## config.mk

```make
export PLATFORM = sky130hd
export DESIGN_NAME = loop_control_flat
export DESIGN_NICKNAME = d
export VERILOG_FILES = /design/src/rtl/loop_control_if.sv /design/src/rtl/loop_control.sv /design/src/flat_wrapper.sv
export SDC_FILE = /design/constraint.sdc
export NUM_CORES = 1
export LEC_CHECK = 0
export ABC_AREA = 1
export ABC_CLOCK_PERIOD_IN_PS = 4900
export BUFFER_PORTS_ARGS = -buffer_cell sky130_fd_sc_hd__buf_4
export CAP_MARGIN = 15
export CORE_MARGIN = 5
export CORE_UTILIZATION = 49
export CTS_BUF_LIST = sky130_fd_sc_hd__clkbuf_4
export DETAILED_ROUTE_END_ITERATION = 8
export GPL_ROUTABILITY_DRIVEN = 1
export GPL_TIMING_DRIVEN = 0
export PLACE_DENSITY = 0.66
export SYNTH_ARGS = -nofsm -noshare
export SYNTH_HDL_FRONTEND = slang
export SYNTH_SLANG_ARGS = --single-unit
```

## constraint.sdc

```tcl
create_clock -name clk -period 4.9 [get_ports clk]
set_input_delay 1.225 -clock clk [delete_from_list [all_inputs] [get_ports clk]]
set_output_delay 1.225 -clock clk [all_outputs]
set_load 0.05 [all_outputs]
```

## src/rtl/loop_control_if.sv

```systemverilog
// loop_control_if: fetch, opcode and cell-status signals between loop_control and its neighbours
interface loop_control_if #(parameter int A_WIDTH = 12, parameter int D_WIDTH = 8);
  logic [A_WIDTH-1:0] pc;
  logic ack;
  logic op_valid;
  logic [D_WIDTH-1:0] op;
  logic [A_WIDTH-1:0] op_addr;
  logic op_ready;
  logic cell_valid;
  logic cell_zero;
  logic flush;
  logic halted;
  logic [1:0] error;
  modport master (output pc, ack, op_ready, flush, halted, error,
                  input op_valid, op, op_addr, cell_valid, cell_zero);
  modport slave (input pc, ack, op_ready, flush, halted, error,
                 output op_valid, op, op_addr, cell_valid, cell_zero);
endinterface

```

## src/rtl/loop_control.sv

```systemverilog
// loop_control: program counter and [ ] branch resolution for the Brainfuck front end
module loop_control #(
  parameter int A_WIDTH = 12,
  parameter int D_WIDTH = 8,
  parameter int STACK_DEPTH = 16,
  parameter int NEST_WIDTH = 8
) (
  input logic clk,
  input logic reset,
  loop_control_if.master bus
);
  localparam int SP_W = $clog2(STACK_DEPTH) + 1;
  typedef enum logic [1:0] {RUN, SKIP, REDIR, HALT} state_t;
  state_t state_q, state_d;
  logic live_q;
  logic [A_WIDTH-1:0] pc_q, pc_d, ret;
  logic [SP_W-1:0] sp_q, sp_d;
  logic [SP_W-2:0] top;
  logic [NEST_WIDTH-1:0] depth_q, depth_d;
  logic halted_q, halted_d;
  logic [1:0] error_q, error_d;
  logic [A_WIDTH-1:0] stack_q [STACK_DEPTH];
  logic run, is_open, is_close, stall, ack, ready, push;
  // live_q holds fetch off for the first cycle after reset release
  always_comb begin
    run = live_q && state_q == RUN;
    is_open = bus.op_valid && bus.op == D_WIDTH'(8'h5B);
    is_close = bus.op_valid && bus.op == D_WIDTH'(8'h5D);
    stall = run && (is_open || is_close) && !bus.cell_valid;
    ack = (run && !stall) || state_q == SKIP;
    ready = ack || state_q == REDIR;
    ret = bus.op_addr + 1'b1;
    top = sp_q[SP_W-2:0] - 1'b1;
    state_d = state_q;
    pc_d = ack ? pc_q + 1'b1 : pc_q;
    sp_d = sp_q;
    depth_d = depth_q;
    halted_d = halted_q;
    error_d = error_q;
    push = 1'b0;
    if (state_q == REDIR) state_d = depth_q != '0 ? SKIP : RUN;
    if (state_q == SKIP && is_open) begin
      depth_d = depth_q + 1'b1;
      state_d = &depth_q ? HALT : SKIP;
      error_d = &depth_q ? 2'd3 : error_q;
    end
    if (state_q == SKIP && is_close) begin
      depth_d = depth_q - 1'b1;
      state_d = depth_q == NEST_WIDTH'(1) ? RUN : SKIP;
    end
    if (run && bus.op_valid && bus.op == '0) begin
      halted_d = 1'b1;
      state_d = HALT;
    end
    if (run && is_open && bus.cell_valid) begin
      if (bus.cell_zero) begin
        depth_d = NEST_WIDTH'(1);
        pc_d = ret;
        state_d = REDIR;
      end else if (sp_q == SP_W'(STACK_DEPTH)) begin
        error_d = 2'd1;
        state_d = HALT;
      end else begin
        push = 1'b1;
        sp_d = sp_q + 1'b1;
      end
    end
    if (run && is_close && bus.cell_valid) begin
      if (sp_q == '0) begin
        error_d = 2'd2;
        state_d = HALT;
      end else if (bus.cell_zero) begin
        sp_d = sp_q - 1'b1;
      end else begin
        pc_d = stack_q[top];
        state_d = REDIR;
      end
    end
  end
  always_ff @(posedge clk) begin
    if (reset) begin
      state_q <= RUN;
      live_q <= 1'b0;
      pc_q <= '0;
      sp_q <= '0;
      depth_q <= '0;
      halted_q <= 1'b0;
      error_q <= '0;
    end else begin
      state_q <= state_d;
      live_q <= 1'b1;
      pc_q <= pc_d;
      sp_q <= sp_d;
      depth_q <= depth_d;
      halted_q <= halted_d;
      error_q <= error_d;
    end
  end
  always_ff @(posedge clk)
    if (push) stack_q[sp_q[SP_W-2:0]] <= ret;
  assign bus.pc = pc_q;
  assign bus.ack = ack;
  assign bus.op_ready = ready;
  assign bus.flush = state_q == REDIR;
  assign bus.halted = halted_q;
  assign bus.error = error_q;
endmodule
```

## src/flat_wrapper.sv

```systemverilog
// flat-port wrapper written by rule: the top's interface ports become plain ports
module loop_control_flat 
#(
  parameter int A_WIDTH = 12,
  parameter int D_WIDTH = 8,
  parameter int STACK_DEPTH = 16,
  parameter int NEST_WIDTH = 8
)
  (clk, reset, bus_pc, bus_ack, bus_op_ready, bus_flush, bus_halted, bus_error, bus_op_valid, bus_op, bus_op_addr, bus_cell_valid, bus_cell_zero);
  loop_control_if #(.A_WIDTH(A_WIDTH), .D_WIDTH(D_WIDTH)) bus_i ();
  input logic clk;
  input logic reset;
  output wire logic [$bits(bus_i.pc)-1:0] bus_pc;
  output wire logic [$bits(bus_i.ack)-1:0] bus_ack;
  output wire logic [$bits(bus_i.op_ready)-1:0] bus_op_ready;
  output wire logic [$bits(bus_i.flush)-1:0] bus_flush;
  output wire logic [$bits(bus_i.halted)-1:0] bus_halted;
  output wire logic [$bits(bus_i.error)-1:0] bus_error;
  input wire logic [$bits(bus_i.op_valid)-1:0] bus_op_valid;
  input wire logic [$bits(bus_i.op)-1:0] bus_op;
  input wire logic [$bits(bus_i.op_addr)-1:0] bus_op_addr;
  input wire logic [$bits(bus_i.cell_valid)-1:0] bus_cell_valid;
  input wire logic [$bits(bus_i.cell_zero)-1:0] bus_cell_zero;
  assign bus_pc = bus_i.pc;
  assign bus_ack = bus_i.ack;
  assign bus_op_ready = bus_i.op_ready;
  assign bus_flush = bus_i.flush;
  assign bus_halted = bus_i.halted;
  assign bus_error = bus_i.error;
  assign bus_i.op_valid = bus_op_valid;
  assign bus_i.op = bus_op;
  assign bus_i.op_addr = bus_op_addr;
  assign bus_i.cell_valid = bus_cell_valid;
  assign bus_i.cell_zero = bus_cell_zero;
  loop_control #(.A_WIDTH(A_WIDTH), .D_WIDTH(D_WIDTH), .STACK_DEPTH(STACK_DEPTH), .NEST_WIDTH(NEST_WIDTH)) u_core (.clk(clk), .reset(reset), .bus(bus_i));
endmodule
```

==> results_dict.tcl <==
set metrics [dict create \
    synth_warnings 0 \
    worst_supply_voltage_drop_on_vdd_uv 251.2 \
    timing.setup.critical_path_class "in2out" \
    run_status "complete, no violations" \
    synth.lib_cells_used.distinct 39 \
    fill_cells 1794 \
    postSynthCellCount 1040 \
    cts_max_path_buffers 3 \
    design.final.nets 1194 \
    end_kind "primary output" \
    hold_viol 0 \
    vias_per_cell 5.493 \
    crit_path_max_incr_delay_ns 0.20 \
    post-route-drc-count 0 \
    hold_ws_ns 0.4535 \
    track_usage_pct 23.46 \
    cts-hold-fix-buffers 0 \
    whs_endpoint "u_core.bus.halted$_SDFFE_PP0P_" \
    core-area_mm2 0.02102 \
    yosysMostFrequentCell "sky130_fd_sc_hd__nor2_1" \
    total_leakage_power_nw 4.521 \
    setup_repair_after_global_routing_missed_its_margin "false" \
    grt_pass1_vias 7793 \
    ys_async_sr_fraction_pct 0 \
    clkLatencyLatePin_ns 0.73 \
    floorplan_die_area_mm2 0.02432 \
    detailedPlace.worstSlack_ns 1.014 \
    crit_arrival_ns 2.56 \
    vias 8118 \
    clock_pin_slew_of_the_registers_on_the_worst_case_setup_and_hold_paths_ns 0.07 \
    worst_pin_slew_ns 0.9482 \
    timing.critical_path.required_ns 3.67 \
    grt_first_pass_wirelength_um 43500 \
    worst_hold_path.num_cells 2 \
    layout_setup_ws_ns 1.111 \
    path_cells "buf_4, inv_1, nand2_1, nor2_8, nand3_4, nand3_4, nand2_4, inv_1, o21ai_0, buf_4" \
    worstRegToRegCells 12 \
    worstPathMaxFanout 9 \
    totalWireLength_um 28320 \
    worst-r2r-setup-slack_ns 1.71 \
    hold_path.startpoint "u_core.bus.halted$_SDFFE_PP0P_" \
    setup_tns_ns 0 \
    worstReg2RegStart "u_core.sp_q[0]$_SDFF_PP0_" \
    final_cell_utilization_of_the_core_pct 57.47 \
    synth_seq_cells 223 \
    largest_net_degree_at_the_start_of_global_routing 18 \
    yosysTopAreaCellShare_pct 55.25 \
    r2r_end "u_core.bus.pc[2]$_SDFF_PP0_" \
    worst_slew_margin_relative_to_its_limit_pct 36.48 \
    synth.net_count 1075 \
    regArea_mm2 0.006386 \
    final.min_clock_period_ns 3.789 \
    cts_root_buffer "sky130_fd_sc_hd__clkbuf_4" \
    synth_flop_cell "sky130_fd_sc_hd__edfxtp_1" \
    f_max_mhz 263.9 \
    post-route-period-util_pct 77.33 \
    tritoncts "done" \
    post-synth-top-area-cell "sky130_fd_sc_hd__edfxtp_1" \
    chipHeight_um 155.9 \
    timing.final.setup_violations 0 \
    dp_hpwl_um 19700 \
    crit_path_top_delay_cell "sky130_fd_sc_hd__buf_4" \
    synth.area.top_cells "sky130_fd_sc_hd__edfxtp_1 55%, sky130_fd_sc_hd__nor2_1 7.0%, sky130_fd_sc_hd__dfxtp_1 5.9%, sky130_fd_sc_hd__nand2_1 5.0%, sky130_fd_sc_hd__o21ai_0 4.9%" \
    multiInputGateArea_mm2 0.003588 \
    setup.worst_path.start_class "primary input" \
    synth.top_cells.by_count "195 x sky130_fd_sc_hd__nor2_1, 192 x sky130_fd_sc_hd__edfxtp_1, 140 x sky130_fd_sc_hd__nand2_1, 103 x sky130_fd_sc_hd__o21ai_0, 99 x sky130_fd_sc_hd__nand3_1" \
    inserted_clock_buffers 56 \
    core.rowCount 53 \
    io_pins 43 \
    cts_htree_levels 2 \
    cts_setup_buffers 0 \
    area_delta_synth_final_pct 15.77 \
    place.port_buffers 42 \
    syn-cell-area_mm2 0.01044 \
    post_cts_resize_count 0 \
    gpl.final_weighted_congestion 0.9146 \
    die_width_um 155.9 \
    number_of_enable_type_register_cells_in_the_synthesized_netlist 192 \
    initial_utilization_pct 49.65 \
    synthesized_area_divided_by_synthesized_cell_count_um2 10.03 \
    drt_iter0_markers 725 \
    finalClockSkew_ns 0.05748 \
    initial_antenna_violation_count 1 \
    drt.antenna.violating_nets 0 \
    min_delay_path_class "reg2reg" \
    synth_seq_area_share_pct 61.19 \
    p_per_area_mw_per_mm2 316.1 \
    clock_sinks 223 \
    finalMaxSlewViolations 0 \
    wl_per_cell_um 19.16 \
    first_pass_iters 5 \
    layout-drive-gt1-share_pct 18.97 \
    maxCapViolations 0 \
    grt_remaining_overflow 0 \
]
-- how the worst max path moves through the flow --
stage | from | end | cells after the start
2_1_floorplan | bus_op[5] | bus_op_ready | 8
3_3_place_gp | bus_op[5] | u_core.stack_q[3][3]$_DFFE_PP_ | 10
3_5_place_dp | bus_op[5] | u_core.stack_q[6][6]$_DFFE_PP_ | 12
4_1_cts | bus_op[5] | bus_op_ready | 10
5_1_grt | bus_op[5] | bus_op_ready | 10
6_report | bus_op[5] | bus_op_ready | 10
-- cell type report --
| class | count | share of cell area (%) |
|---|---|---|
| Antenna cell | 1 | 0.02071 |
| Buffer | 44 | 1.916 |
| Clock buffer | 85 | 5.282 |
| Clock inverter | 16 | 0.8596 |
| Inverter | 74 | 2.320 |
| Multi-Input combinational cell | 699 | 29.70 |
| Sequential cell | 223 | 52.86 |
| Tap cell | 275 | 2.848 |
| Timing Repair Buffer | 61 | 4.194 |
-- metrics by stage --
step	instances	area (µm²)	power [mW]
after floorplan	1040	10440	2.184
after global placement	1357	11100	2.251
after detailed placement	1370	11280	2.262
after CTS	1471	12030	3.846
after global routing	1478	12080	3.974
final	1478	12080	3.820
-- layout by cell type, fill, tap and decap left out, types with 4 or more instances in the layout --
cell and instances:
sky130_fd_sc_hd__nor2_4 5, sky130_fd_sc_hd__buf_6 9, sky130_fd_sc_hd__o211ai_1 35, sky130_fd_sc_hd__ha_1 10
sky130_fd_sc_hd__clkbuf_1 17, sky130_fd_sc_hd__clkinv_1 14, sky130_fd_sc_hd__nand2_2 6, sky130_fd_sc_hd__edfxtp_1 192
sky130_fd_sc_hd__nor2_1 195, sky130_fd_sc_hd__clkbuf_4 85, sky130_fd_sc_hd__xor2_2 4, sky130_fd_sc_hd__a21oi_2 5
sky130_fd_sc_hd__nand2_1 140, sky130_fd_sc_hd__nand3_1 99, sky130_fd_sc_hd__nor3_1 11, sky130_fd_sc_hd__inv_2 14
sky130_fd_sc_hd__a21oi_1 27, sky130_fd_sc_hd__nor2_2 5, sky130_fd_sc_hd__buf_4 60, sky130_fd_sc_hd__inv_1 58
sky130_fd_sc_hd__buf_2 14, sky130_fd_sc_hd__o21ai_1 4, sky130_fd_sc_hd__o21ai_0 103, sky130_fd_sc_hd__dfxtp_1 31
sky130_fd_sc_hd__xor2_1 15, sky130_fd_sc_hd__nand4_1 11
-- sequential cells by signal, indices dropped and copies added (netlist names) --
name	flops
u_core.depth_q	8
u_core.bus.error	2
u_core.state_q	2
u_core.stack_q	192
u_core.sp_q	5
u_core.bus.pc	12
u_core.bus.halted	1
u_core.live_q	1
-- per-layer routing --
| layer | global-route usage [%] | part of all wire, % | up-vias |
|---|---|---|---|
| met5 | 0 | 0 | - |
| met4 | 9.546 | 3.5 | 0 |
| met3 | 5.465 | 8.1 | 56 |
| met2 | 37.20 | 46 | 309 |
| met1 | 31.38 | 43 | 3883 |
| li1 | - | - | 3870 |
-- cell families (layout without fill, tap and decap cells) --
| logic type | count (synthesis) | count (layout) | synth area share [%] |
|---|---|---|---|
| buffers and inverters | 118 | 280 | 4.903 |
| other | 0 | 1 | 0 |
| DFF | 223 | 223 | 61.19 |
| xor gates and xnor gates | 26 | 26 | 2.434 |
| adders and majority gates | 10 | 10 | 1.199 |
| and+or+nand+nor | 485 | 485 | 20.63 |
| AOI/OAI and AO/OA | 178 | 178 | 9.639 |
-- worst max-delay path, delay by kind of cell --
| kind | cells | cell delay [ns] |
|---|---|---|
| compound gates | 1 | 0.11 |
| buf+inv | 4 | 0.51 |
| simple gates | 5 | 0.74 |
-- where the power goes --
group          switching [mW]  total (mW)  leakage, nW  internal, mW
Clock                   0.752        1.60        0.437         0.845
Sequential            0.00325        2.07         1.98          2.07
Combinational           0.106       0.150         2.11        0.0435
(Power assumes the default switching activity.)
